### config.mk
export PLATFORM = sky130hd
export DESIGN_NAME = priority_request_gen_flat
export DESIGN_NICKNAME = d
export VERILOG_FILES = /design/src/rtl/priority_request_gen_if.sv /design/src/rtl/priority_request_gen.sv /design/src/flat_wrapper.sv
export SDC_FILE = /design/constraint.sdc
export NUM_CORES = 1
export LEC_CHECK = 0
export BUFFER_PORTS_ARGS = -buffer_cell sky130_fd_sc_hd__buf_2
export CORE_MARGIN = 5
export CORE_UTILIZATION = 54
export CTS_CLUSTER_SIZE = 25
export DETAILED_ROUTE_END_ITERATION = 8
export PLACE_DENSITY = 0.75
export SLEW_MARGIN = 30
export SYNTH_ARGS = -nofsm -noshare
export SYNTH_HDL_FRONTEND = slang
export SYNTH_SLANG_ARGS = --single-unit
export TNS_END_PERCENT = 10
### constraint.sdc
create_clock -name clk -period 2.1 [get_ports clk]
set_clock_uncertainty 0.15 [all_clocks]
set_input_delay 0.21 -clock clk [delete_from_list [all_inputs] [get_ports clk]]
set_output_delay 0.21 -clock clk [all_outputs]
set_load 0.02 [all_outputs]
### src/rtl/priority_request_gen_if.sv
// priority_request_gen_if
// Request/grant bundle between the request sources, the priority
// generator and the consumer of the priority/use_priority pair.
// The winner output is named 'prio' because 'priority' is a reserved word.
// Bit meaning is unchanged: 1 = A wins, 0 = B wins.
//   master : request sources and consumer (drive req_a/req_b/grant_ack)
//   slave  : the generator itself (drives prio/use_priority/busy)
interface priority_request_gen_if;
   logic req_a;
   logic req_b;
   logic grant_ack;
   logic prio;
   logic use_priority;
   logic busy;

   modport master (
      output req_a,
      output req_b,
      output grant_ack,
      input  prio,
      input  use_priority,
      input  busy
   );

   modport slave (
      input  req_a,
      input  req_b,
      input  grant_ack,
      output prio,
      output use_priority,
      output busy
   );
endinterface

### src/rtl/priority_request_gen.sv
// priority_request_gen
// Arbitrates two asynchronous request levels (A, B) into a timed priority
// grant. Both requests are brought in through two-flop synchronizers. A
// small Moore FSM then debounces the chosen candidate, holds the grant
// until it is acknowledged or times out, and waits for both requests to go
// low before it re-arms. All outputs decode straight from registers.
// Optional build macro: PRIO_ROUND_ROBIN_EN. It makes simultaneous requests
// alternate between A and B. Without it, a tie always goes to A.
module priority_request_gen #(
   parameter int DEB_CYCLES  = 4,
   parameter int HOLD_CYCLES = 16,
   parameter int CNT_W       = 5
) (
   input  logic                  clk,
   input  logic                  reset_n,
   priority_request_gen_if.slave bus
);

   localparam logic [1:0] ST_IDLE     = 2'd0;
   localparam logic [1:0] ST_DEBOUNCE = 2'd1;
   localparam logic [1:0] ST_GRANT    = 2'd2;
   localparam logic [1:0] ST_COOLDOWN = 2'd3;

   localparam logic [CNT_W-1:0] DEB_LIM  = CNT_W'(DEB_CYCLES);
   localparam logic [CNT_W-1:0] HOLD_LIM = CNT_W'(HOLD_CYCLES - 1);
   localparam logic [CNT_W-1:0] CNT_MAX  = '1;
   localparam logic [CNT_W-1:0] CNT_ONE  = CNT_W'(1);

   logic [1:0]       sync_meta_q;   // bit 0 = A, bit 1 = B
   logic [1:0]       sync_q;
   logic             sa;
   logic             sb;
   logic [1:0]       state_q, state_d;
   logic [CNT_W-1:0] cnt_q, cnt_d;
   logic             cand_q, cand_d;
   logic             prio_q, prio_d;
   logic             cand_high;
   logic             tie_pick;

`ifdef PRIO_ROUND_ROBIN_EN
   logic             last_winner_q, last_winner_d;
   assign tie_pick = ~last_winner_q;
`else
   assign tie_pick = 1'b1;
`endif

   assign sa = sync_q[0];
   assign sb = sync_q[1];

   // two-flop synchronizer for both request levels
   always_ff @(posedge clk or negedge reset_n) begin
      if (!reset_n) begin
         sync_meta_q <= 2'b00;
         sync_q      <= 2'b00;
      end else begin
         sync_meta_q <= {bus.req_b, bus.req_a};
         sync_q      <= sync_meta_q;
      end
   end

   // next-state, counter and winner computation
   always_comb begin
      state_d   = state_q;
      cnt_d     = cnt_q;
      cand_d    = cand_q;
      prio_d    = prio_q;
      cand_high = cand_q ? sa : sb;
`ifdef PRIO_ROUND_ROBIN_EN
      last_winner_d = last_winner_q;
`endif
      case (state_q)
         ST_IDLE: begin
            if (sa | sb) begin
               state_d = ST_DEBOUNCE;
               cand_d  = (sa & sb) ? tie_pick : sa;
               cnt_d   = '0;
            end
         end
         ST_DEBOUNCE: begin
            // cnt counts cycles the candidate has stayed high after detection;
            // the other source is never promoted if the candidate drops
            if (!cand_high) begin
               state_d = ST_IDLE;
               cnt_d   = '0;
            end else if (cnt_q == DEB_LIM) begin
               state_d = ST_GRANT;
               prio_d  = cand_q;
               cnt_d   = '0;
`ifdef PRIO_ROUND_ROBIN_EN
               last_winner_d = cand_q;
`endif
            end else if (cnt_q != CNT_MAX) begin
               cnt_d = cnt_q + CNT_ONE;
            end
         end
         ST_GRANT: begin
            // ack and timeout take the same exit, so coincidence needs no special case
            if (bus.grant_ack || (cnt_q == HOLD_LIM)) begin
               state_d = ST_COOLDOWN;
               cnt_d   = '0;
            end else if (cnt_q != CNT_MAX) begin
               cnt_d = cnt_q + CNT_ONE;
            end
         end
         ST_COOLDOWN: begin
            if (!sa && !sb) begin
               state_d = ST_IDLE;
            end
         end
         default: begin
            state_d = ST_IDLE;
            cnt_d   = '0;
         end
      endcase
   end

   // FSM and winner registers
   always_ff @(posedge clk or negedge reset_n) begin
      if (!reset_n) begin
         state_q <= ST_IDLE;
         cnt_q   <= '0;
         cand_q  <= 1'b0;
         prio_q  <= 1'b0;
      end else begin
         state_q <= state_d;
         cnt_q   <= cnt_d;
         cand_q  <= cand_d;
         prio_q  <= prio_d;
      end
   end

`ifdef PRIO_ROUND_ROBIN_EN
   // remembers the most recent grant winner for tie alternation
   always_ff @(posedge clk or negedge reset_n) begin
      if (!reset_n) begin
         last_winner_q <= 1'b0;
      end else begin
         last_winner_q <= last_winner_d;
      end
   end
`endif

   assign bus.prio         = prio_q;
   assign bus.use_priority = (state_q == ST_GRANT);
   assign bus.busy         = (state_q != ST_IDLE);

endmodule

### src/flat_wrapper.sv
// flat-port wrapper written by rule: the top's interface ports become plain ports
module priority_request_gen_flat 
#(
   parameter int DEB_CYCLES  = 4,
   parameter int HOLD_CYCLES = 16,
   parameter int CNT_W       = 5
)
  (clk, reset_n, bus_req_a, bus_req_b, bus_grant_ack, bus_prio, bus_use_priority, bus_busy);
  priority_request_gen_if bus_i ();
  input  logic clk;
  input  logic reset_n;
  input wire logic [$bits(bus_i.req_a)-1:0] bus_req_a;
  input wire logic [$bits(bus_i.req_b)-1:0] bus_req_b;
  input wire logic [$bits(bus_i.grant_ack)-1:0] bus_grant_ack;
  output wire logic [$bits(bus_i.prio)-1:0] bus_prio;
  output wire logic [$bits(bus_i.use_priority)-1:0] bus_use_priority;
  output wire logic [$bits(bus_i.busy)-1:0] bus_busy;
  assign bus_i.req_a = bus_req_a;
  assign bus_i.req_b = bus_req_b;
  assign bus_i.grant_ack = bus_grant_ack;
  assign bus_prio = bus_i.prio;
  assign bus_use_priority = bus_i.use_priority;
  assign bus_busy = bus_i.busy;
  priority_request_gen #(.DEB_CYCLES(DEB_CYCLES), .HOLD_CYCLES(HOLD_CYCLES), .CNT_W(CNT_W)) u_core (.clk(clk), .reset_n(reset_n), .bus(bus_i));
endmodule
==> impl_metrics.toml <==
[logic_synthesis]
synth_top_area_share_pct = 45.30
synth_cells = 64
synth_ff_type = "dfrtp_1"
synth-seq-cells = 13
async_flop_share_pct = 100.0
synth-warning-count = 0
synth.area.top_cells = "dfrtp_1, ha_1, inv_1"
synthesis.area_um2 = 718.2
avgSynthCellArea_um2 = 11.22
yosysSeqAreaShare_pct = 45.30
synthesis.nets = 75
synth_edf_count = 0
yosys.cell_types.count = 29
yosys.area.top_type = "dfrtp_1"

[place]
dp.cells = 86
port_buffers = 7
place_area_um2 = 772.0
dp_hpwl_um = 953.4
place_congestion = 0.7173

[status]
status = "finished clean"

[routing]
drtPass1Iterations = 4
drc = 0
drt-total-wl_um = 1216
first_iter_violations = 13
viasPerCell = 5.527
num_vias = 514
wl_per_cell_um = 13.08
ant_nets = 0

[global_route]
grt_pass1_wl_um = 2104
antenna_found_initial = 0
track_usage_pct = 14.23
grt_pass1_vias = 460
grt_overflow_total = 0
grt_max_degree = 14

[worst_setup_path]
crit_arrival_ps = 1950
setup.worst_path.class = "reg2reg"
critPathCaptureType = "register"
startpoint = "u_core.cnt_q[1]"
r2r_end = "u_core.cnt_q[0]"
r2r_start = "u_core.cnt_q[1]"
regToRegSetupSlack_ps = 160
endpoint = "u_core.cnt_q[0]"
startpoint_type = "register"
r2r_cells = 6
cp.required_ps = 2110
crit_fanout = 7

[die]
fp.dieH_um = 46.47
die_w_um = 46.47
start_util_pct = 55.89
core_area_mm2 = 0.001285
rows = 13
ios = 8
dieArea_mm2 = 0.002159

[clock_tree]
cts_root_buf = "clkbuf_4"
post_cts_buffers = 0
cts.sinks = 13
h-tree-depth = 1
clk_pin_slew_ps = 80
cts_buffers = 3
cts_max_path_buffers = 2
cts_tree = "built"
clk_latency_ps = 280

[timing]
min_period_ps = 1940
finalSetupViolCount = 0
fmax_mhz = 515.4
rsz0062_at_grt = "no"
worst_pin_slew_ps = 349.2
finalHoldViolations = 0
fin_crit_sh_pct = 92.40
slew_headroom_pct = 76.72
slew_viol_final = 0
hold_slack_ps = 185.6
tns_ps = 0

[finish]
diodes = 0
fin_nets = 90
final_common_cell = "dfrtp_1"
fillerInstances = 104
drive_above_1_share_pct = 20.51
postLayoutCellArea_um2 = 829.5
area_delta_synth_final_pct = 15.51
layout_common_cells = "dfrtp_1, inv_1, buf_2, ha_1, nand2_1"
final_cells = 93

[min_path]
hold_class = "in2async"

[flow_run]
max_cap_violations = 0

[power]
vdd_drop_max_mv = 0.7325
power.total_w = 0.0009381
leakage_nw = 0.3997
pwr_density_cell_mw_per_mm2 = 1131
==> metal layers <==
layer / GRT usage [%] / routed length [um] / vias up / part of all wire, %
met5: 0 / 0 / - / 0
met4: 5.114 / 11 / 0 / 0.90
met3: 7.031 / 87 / 2 / 7.2
met2: 18.96 / 482 / 15 / 40
met1: 19.61 / 634 / 235 / 52
li1: - / - / 262 / -
==> cell usage after synthesis, types with 2 or more instances <==
library cell / instances
dfrtp_1: 13
nand2_1: 5
a311o_1: 2
ha_1: 6
mux2i_1: 2
nor2_1: 3
inv_1: 8
a21oi_1: 3
and3_1: 2
==> through the flow <==
step                      util (%)  setup WS, ps
after CTS                    64.56         157.6
after global routing         64.56         38.47
after detailed placement     60.08         169.0
final                        64.56         159.7
after floorplan                  -         203.3
after global placement       60.08         216.3
==> area by class of cell <==
type	instances	area (um2)	share of cell area, %
repair buffers	10	65.06	7.843
clock buffers	3	22.52	2.715
well taps	15	18.77	2.262
inverters	8	30.03	3.620
multi-input cells	43	362.8	43.74
flip-flops and latches	13	325.3	39.22
clock inverters	1	5.005	0.6033
==> power breakdown <==
group	switching [W]	internal, W	total [W]
clock	0.0000814	0.0000707	0.000152
combinational	0.000262	0.000192	0.000455
sequential	0.0000393	0.000292	0.000331
==> state kept, by name, indices dropped and copies added (netlist names), named ones only <==
signal and flops:
u_core.bus.prio 1, u_core.cand_q 1, u_core.cnt_q 5, u_core.state_q 1
u_core.sync_meta_q 2, u_core.sync_q 2
==> worst min-delay path by stage <==
stage / end / slack, ps / depth (start not counted)
final: u_core.sync_q[0] / 190 / 2
after global routing: u_core.sync_q[0] / 210 / 0
after CTS: u_core.sync_q[0] / 190 / 2
after detailed placement: u_core.bus.prio / -40 / 1
after global placement: u_core.bus.prio / -40 / 1
after floorplan: async pin / -240 / 0
==> cell families (layout without fill, tap and decap cells) <==
| logic type | Yosys count | after routing | share of synthesized area, % |
|---|---|---|---|
| and+or+nand+nor | 17 | 17 | 13.42 |
| AOI/OAI and AO/OA | 15 | 15 | 18.64 |
| DFF | 13 | 13 | 45.30 |
| buffers and inverters | 8 | 22 | 4.181 |
| adders and majority gates | 6 | 6 | 10.45 |
| muxes | 5 | 5 | 8.013 |
==> critical path: stages, from the launching register on <==
cell       delay, ps
dfrtp_1          420
inv_1             70
ha_1             140
nand4bb_1        180
a32oi_4          360
and4b_1          250
mux2_2           250
==> repair_timing <==
item / CTS / global route
gates resized for setup: 0 / 0
hold buffers: 3 / 0
endpoints found under the hold margin: 15 / 0
Power figures use the tool's default switching activity.
